--- src/rtl/udp_axis_master.sv ---
// ---------------------------------------------------------------------------
// udp_axis_master
//
// Receive side of the UDP AXI-Stream link. Takes UDP datagrams from the UDP RX
// stack as a header handshake followed by an 8-bit payload stream. It filters
// on destination port and source IP, strips the leading 32-bit big-endian
// transfer ID, and repacks the remaining payload little-endian into a
// BYTE_COUNT-byte wide AXI-Stream for the application.
//
// Optional feature macro: UDP_AXIS_MASTER_SEQ_CHECK_EN
//   When defined, transfer IDs are checked for consecutive numbering. A
//   forwarded datagram whose ID is not last_id+1 gets app_tuser=1 on its final
//   beat. The first datagram after reset is never flagged.
//
// Ports
//   clk, reset_n            clock, asynchronous active-low reset
//   hdr_valid/hdr_ready     UDP RX header handshake
//   udp_dest_port           destination port of the offered datagram
//   ip_source_ip            IPv4 source address of the offered datagram
//   payload_t*              8-bit payload stream; tuser = bad frame
//   app_t*                  wide output stream (tdata/tkeep/tlast/tuser)
//   transfer_id             ID of the last accepted datagram
//   pkt_drop                one-cycle pulse per dropped datagram
// ---------------------------------------------------------------------------
module udp_axis_master #(
    parameter int          BYTE_COUNT = 4,
    parameter logic [15:0] UDP_PORT   = 16'd1234,
    parameter logic [31:0] SOURCE_IP  = {8'd192, 8'd168, 8'd1, 8'd1}
) (
    input  logic                      clk,
    input  logic                      reset_n,

    input  logic                      hdr_valid,
    output logic                      hdr_ready,
    input  logic [15:0]               udp_dest_port,
    input  logic [31:0]               ip_source_ip,

    input  logic [7:0]                payload_tdata,
    input  logic                      payload_tvalid,
    output logic                      payload_tready,
    input  logic                      payload_tlast,
    input  logic                      payload_tuser,

    output logic [8*BYTE_COUNT-1:0]   app_tdata,
    output logic [BYTE_COUNT-1:0]     app_tkeep,
    output logic                      app_tvalid,
    input  logic                      app_tready,
    output logic                      app_tlast,
    output logic                      app_tuser,

    output logic [31:0]               transfer_id,
    output logic                      pkt_drop
);

    localparam int CNT_W = (BYTE_COUNT > 1) ? $clog2(BYTE_COUNT) : 1;
    localparam logic [CNT_W-1:0] LAST_IDX = CNT_W'(BYTE_COUNT - 1);

    typedef enum logic [1:0] {IDLE, ID, DATA, DROP} state_t;

    state_t                  state;
    state_t                  state_nxt;

    // Holds hdr_ready low until the first clock after reset release.
    logic                    run;

    logic [1:0]              id_cnt;
    logic [23:0]             id_shadow;
    logic [31:0]             id_full;

    logic [CNT_W-1:0]        word_cnt;
    logic [8*BYTE_COUNT-1:0] word_buf;
    logic [8*BYTE_COUNT-1:0] word_nxt;
    logic [BYTE_COUNT-1:0]   keep_nxt;

    logic                    hdr_fire;
    logic                    in_fire;
    logic                    hdr_match;
    logic                    closes_word;
    logic                    out_free;
    logic                    seq_flag;

    assign hdr_fire    = hdr_valid & hdr_ready;
    assign in_fire     = payload_tvalid & payload_tready;
    assign hdr_match   = (udp_dest_port == UDP_PORT) &&
                         ((SOURCE_IP == 32'h0) || (ip_source_ip == SOURCE_IP));
    assign closes_word = payload_tlast || (word_cnt == LAST_IDX);
    assign out_free    = !app_tvalid || app_tready;
    assign id_full     = {id_shadow, payload_tdata};

    // -----------------------------------------------------------------------
    // FSM: state register
    // -----------------------------------------------------------------------
    always_ff @(posedge clk or negedge reset_n) begin
        if (!reset_n) begin
            state <= IDLE;
        end else begin
            state <= state_nxt;
        end
    end

    // -----------------------------------------------------------------------
    // FSM: next state
    // -----------------------------------------------------------------------
    always_comb begin
        state_nxt = state;
        case (state)
            IDLE: begin
                if (hdr_fire) state_nxt = hdr_match ? ID : DROP;
            end
            ID: begin
                // A tlast anywhere in the ID bytes (including the 4th) is a runt.
                if (in_fire) begin
                    if (payload_tlast)        state_nxt = IDLE;
                    else if (id_cnt == 2'd3)  state_nxt = DATA;
                end
            end
            DATA: begin
                if (in_fire && payload_tlast) state_nxt = IDLE;
            end
            DROP: begin
                if (in_fire && payload_tlast) state_nxt = IDLE;
            end
            default: state_nxt = IDLE;
        endcase
    end

    // -----------------------------------------------------------------------
    // FSM: outputs
    // -----------------------------------------------------------------------
    always_comb begin
        hdr_ready      = 1'b0;
        payload_tready = 1'b0;
        case (state)
            IDLE: hdr_ready      = run;
            ID:   payload_tready = 1'b1;
            // Only a word-closing byte needs room in the output register.
            DATA: payload_tready = !closes_word || out_free;
            DROP: payload_tready = 1'b1;
            default: ;
        endcase
    end

    // Word under assembly with the incoming byte merged into its lane.
    always_comb begin
        word_nxt = word_buf;
        word_nxt[8*int'(word_cnt) +: 8] = payload_tdata;
        keep_nxt = '0;
        for (int k = 0; k < BYTE_COUNT; k++) begin
            keep_nxt[k] = (k <= int'(word_cnt));
        end
    end

`ifdef UDP_AXIS_MASTER_SEQ_CHECK_EN
    logic [31:0] exp_id;
    logic        have_id;
    logic        seq_err;

    always_ff @(posedge clk or negedge reset_n) begin
        if (!reset_n) begin
            exp_id  <= 32'h0;
            have_id <= 1'b0;
            seq_err <= 1'b0;
        end else if (state == ID && in_fire && !payload_tlast && id_cnt == 2'd3) begin
            // Resync to whatever arrived so one gap flags only one datagram.
            seq_err <= have_id && (id_full != exp_id);
            exp_id  <= id_full + 32'd1;
            have_id <= 1'b1;
        end
    end

    assign seq_flag = seq_err;
`else
    assign seq_flag = 1'b0;
`endif

    // -----------------------------------------------------------------------
    // ID capture, word packing and output register
    // -----------------------------------------------------------------------
    always_ff @(posedge clk or negedge reset_n) begin
        if (!reset_n) begin
            run         <= 1'b0;
            id_cnt      <= 2'd0;
            id_shadow   <= 24'h0;
            transfer_id <= 32'h0;
            pkt_drop    <= 1'b0;
            word_cnt    <= '0;
            word_buf    <= '0;
            app_tdata   <= '0;
            app_tkeep   <= '0;
            app_tvalid  <= 1'b0;
            app_tlast   <= 1'b0;
            app_tuser   <= 1'b0;
        end else begin
            run      <= 1'b1;
            pkt_drop <= 1'b0;

            if (app_tvalid && app_tready) begin
                app_tvalid <= 1'b0;
            end

            if (hdr_fire) begin
                id_cnt   <= 2'd0;
                word_cnt <= '0;
                word_buf <= '0;
            end

            if (in_fire) begin
                case (state)
                    ID: begin
                        id_shadow <= id_full[23:0];
                        id_cnt    <= id_cnt + 2'd1;
                        if (payload_tlast) begin
                            pkt_drop <= 1'b1;
                        end else if (id_cnt == 2'd3) begin
                            transfer_id <= id_full;
                        end
                    end
                    DATA: begin
                        if (closes_word) begin
                            app_tdata  <= word_nxt;
                            app_tkeep  <= keep_nxt;
                            app_tvalid <= 1'b1;
                            app_tlast  <= payload_tlast;
                            app_tuser  <= payload_tlast & (payload_tuser | seq_flag);
                            word_buf   <= '0;
                            word_cnt   <= '0;
                        end else begin
                            word_buf <= word_nxt;
                            word_cnt <= word_cnt + CNT_W'(1);
                        end
                    end
                    DROP: begin
                        if (payload_tlast) pkt_drop <= 1'b1;
                    end
                    default: ;
                endcase
            end
        end
    end

endmodule

--- config.mk ---
export PLATFORM = sky130hd
export DESIGN_NAME = udp_axis_master
export DESIGN_NICKNAME = d
export VERILOG_FILES = /design/src/rtl/udp_axis_master.sv
export SDC_FILE = /design/constraint.sdc
export NUM_CORES = 1
export LEC_CHECK = 0
export BUFFER_PORTS_ARGS = -buffer_cell sky130_fd_sc_hd__buf_2
export CAP_MARGIN = 20
export CORE_AREA = 2 2 156 158
export DETAILED_ROUTE_END_ITERATION = 8
export DIE_AREA = 0 0 158 160
export HOLD_SLACK_MARGIN = 0.1
export SLEW_MARGIN = 15
export SYNTH_ARGS = -nofsm -noshare
export SYNTH_HDL_FRONTEND = slang
export SYNTH_SLANG_ARGS = --single-unit
--- constraint.sdc ---
create_clock -name clk -period 2.2 [get_ports clk]
set_clock_uncertainty 0.05 [all_clocks]
set_input_delay 0.33 -clock clk [delete_from_list [all_inputs] [get_ports clk]]
set_output_delay 0.33 -clock clk [all_outputs]
set_load 0.01 [all_outputs]
==> results_dict.tcl <==
set metrics [dict create \
    outcome "complete, no violations" \
    clkTransAtPathRegs_ns 0.06 \
    die_area_sq_um 25300 \
    required_ns 1.82 \
    post_route_cells_drive_above_1_share_pct 41.4 \
    crit_arrival_ns 1.70 \
    nNetsFinal 690 \
    synth_ff_type "dfrtp_1" \
    drt_iter0_drc 178 \
    clkSinkCount 135 \
    async_flop_share_pct 100 \
    die_w_um 158 \
    period_share_pct 94.7 \
    drc 0 \
    grt_pass1_wl_um 22700 \
    hpwl_um 10000 \
    first_global_vias 4120 \
    grt_max_degree 45 \
    wl_um 14500 \
    ant_nets 0 \
    cts_max_level 4 \
    p_leak_nw 3.64 \
    cts_root_buffer "clkbuf_16" \
    place.gp.congestion 0.728 \
    end_kind "primary output" \
    cts_buffers 17 \
    setup_tns_ns 0 \
    clk_path_buf_depth 2 \
    fin_total_pwr_mw 9.69 \
    portBuffers 136 \
    fillers 2437 \
    synth.avg_cell_area_sq_um 12.4 \
    initial_core_util_pct 24.5 \
    dr.pass1.iters 4 \
    grt_usage_pct 11.9 \
    synth_fp_nets 543 \
    antenna_found_initial 0 \
    avgViaCountPerCell 4.34 \
    period_needed_ns 2.08 \
    setup_violations 0 \
    irDropWorstVdd_mv 0.448 \
    synth_edf_count 0 \
    synth_cell_type_count 42 \
    grt_overflow_total 0 \
    fmax_ghz 0.480 \
    ys_seq_elements 135 \
    cts_tree "yes" \
    io_pins 137 \
    rows 57 \
    wl_per_cell_um 15.2 \
    die_h_um 160 \
    vias 4141 \
    area_growth_syn_to_layout_pct 31.0 \
    syn_inst 472 \
    hold_viol_final 0 \
    ys_seq_area_share_pct 57.9 \
    core_sq_um 23800 \
    rsz0062_at_grt "no" \
    synthesis.area_sq_um 5840 \
    yosys_warnings 0 \
    hp-class "in -> reg" \
    power_density_nw_per_um2 1270 \
    diodes 0 \
    cp_max_fo 6 \
    maxCapViolations 0 \
    clk-insertion-delay-late_ns 0.41 \
    critical_path_class "reg -> out" \
    final-max-slew-violation-count 0 \
    cp-start-kind "flop" \
]
-- synthesized netlist by cell type (6+ instances only) --
library cell	count	area, sq um
buf_6	6	67.6
nand2_1	9	33.8
nor4b_1	6	52.6
dfrtp_1	135	3380
buf_2	14	70.1
ha_1	8	100
nor2b_1	34	213
buf_1	8	30.0
a22o_1	34	298
mux2_2	56	631
nor2_1	39	146
a21oi_1	67	335
-- state kept, by name, indices dropped and copies added (netlist names) --
| signal | flops |
|---|---|
| word_buf | 32 |
| pkt_drop | 1 |
| transfer_id | 32 |
| id_cnt | 2 |
| app_tlast | 1 |
| app_tdata | 32 |
| run | 1 |
| word_cnt | 2 |
| id_shadow | 24 |
| app_tkeep | 4 |
| app_tuser | 1 |
| app_tvalid | 1 |
| state | 2 |
-- placed cells by master (no fill, tap or decap), drive strengths merged, types with 3 or more instances in the layout --
| cell | n |
|---|---|
| ha | 8 |
| o22ai | 5 |
| bufinv | 5 |
| nor3 | 4 |
| dfrtp | 135 |
| clkbuf | 22 |
| nor2 | 39 |
| clkinv | 3 |
| nor2b | 38 |
| inv | 5 |
| nor4b | 7 |
| a21oi | 68 |
| mux2 | 56 |
| nor4 | 3 |
| o21ai | 4 |
| a22o | 34 |
| or2 | 4 |
| buf | 157 |
| nand2 | 9 |
-- per-layer routing --
metal | up-vias | track usage [%] | share of wire, %
met4 | 0 | 3.93 | 1.1
met2 | 133 | 19.0 | 48
met1 | 2024 | 15.4 | 45
met3 | 11 | 3.47 | 6.5
li1 | 1973 | - | -
met5 | - | 0 | 0
-- worst max-delay path: stages, from the launching register on --
cell and delay (ns):
dfrtp_2 0.46, ha_4 0.20, or2_4 0.26, a21oi_1 0.13, or2_2 0.12, buf_2 0.12
-- report_power, final --
| part | total [mW] | switching [mW] | internal, mW |
|---|---|---|---|
| combinational | 2.82 | 1.51 | 1.32 |
| sequential | 3.78 | 0.474 | 3.30 |
| clock | 3.09 | 1.03 | 2.06 |
-- worst paths after layout --
| check | startpoint | end | slack [ns] | depth (start not counted) |
|---|---|---|---|---|
| worst max-delay path | word_cnt[0]$_DFF_PN0_ | payload_tready | 0.12 | 5 |
| worst min-delay path | payload_tuser | app_tuser$_DFFE_PN0P_ | 0.13 | 2 |
| worst max register to register | word_cnt[0]$_DFF_PN0_ | word_buf[0]$_DFF_PN0_ | 0.18 | 6 |
| worst min register to register | app_tkeep[0]$_DFFE_PN0P_ | app_tkeep[0]$_DFFE_PN0P_ | 0.43 | 1 |
| max in group asynchronous | reset_n | transfer_id[3]$_DFFE_PN0P_ | 1.11 | 3 |
| min in group asynchronous | reset_n | transfer_id[19]$_DFFE_PN0P_ | 0.34 | 2 |
-- cells by family (layout without fill, tap and decap cells) --
family                   Yosys count  after routing  share of synthesized area [%]
AO/OA/AOI/OAI                    118            118                           14.0
adder cells (fa/ha/maj)            8              8                           1.71
buffers and inverters             35            194                           3.32
flip-flops                       135            135                           57.9
multiplexers                      56             56                           10.8
other                              1              1                         0.0642
AND/OR/NAND/NOR                  119            119                           12.2
-- metrics by stage --
stage / setup slack (ns) / utilization (%) / hold slack [ns] / area [sq um] / cells
3_5_place_dp: 0.162 / 29.3 / 0.223 / 6980 / 922
6_report: 0.117 / 32.1 / 0.132 / 7650 / 955
2_1_floorplan: 0.178 / - / -0.0156 / 5840 / 472
5_1_grt: 0.0292 / 32.1 / 0.122 / 7650 / 955
4_1_cts: 0.00458 / 32.0 / 0.113 / 7630 / 954
3_3_place_gp: 0.231 / 29.3 / 0.221 / 6980 / 922
-- cell type report --
cell class / instances / area, sq um / share of cell area, %
flip-flops and latches: 135 / 3380 / 44.2
multi-input cells: 302 / 2290 / 29.9
repair buffers: 158 / 917 / 12.0
clock buffers: 22 / 464 / 6.07
well taps: 324 / 405 / 5.30
clock inverters: 9 / 173 / 2.26
inverters: 5 / 18.8 / 0.245
-- repair_timing --
| action | in CTS | in global routing |
|---|---|---|
| buffers inserted | 0 | 1 |
| gates resized for setup | 1 | 3 |
| hold buffers | 1 | 0 |
| gates cloned | 0 | 0 |
| endpoints found under the hold margin | 35 | 0 |
| endpoints found under the setup margin | 1 | 1 |
No activity file was read; power rests on OpenSTA's default activity.
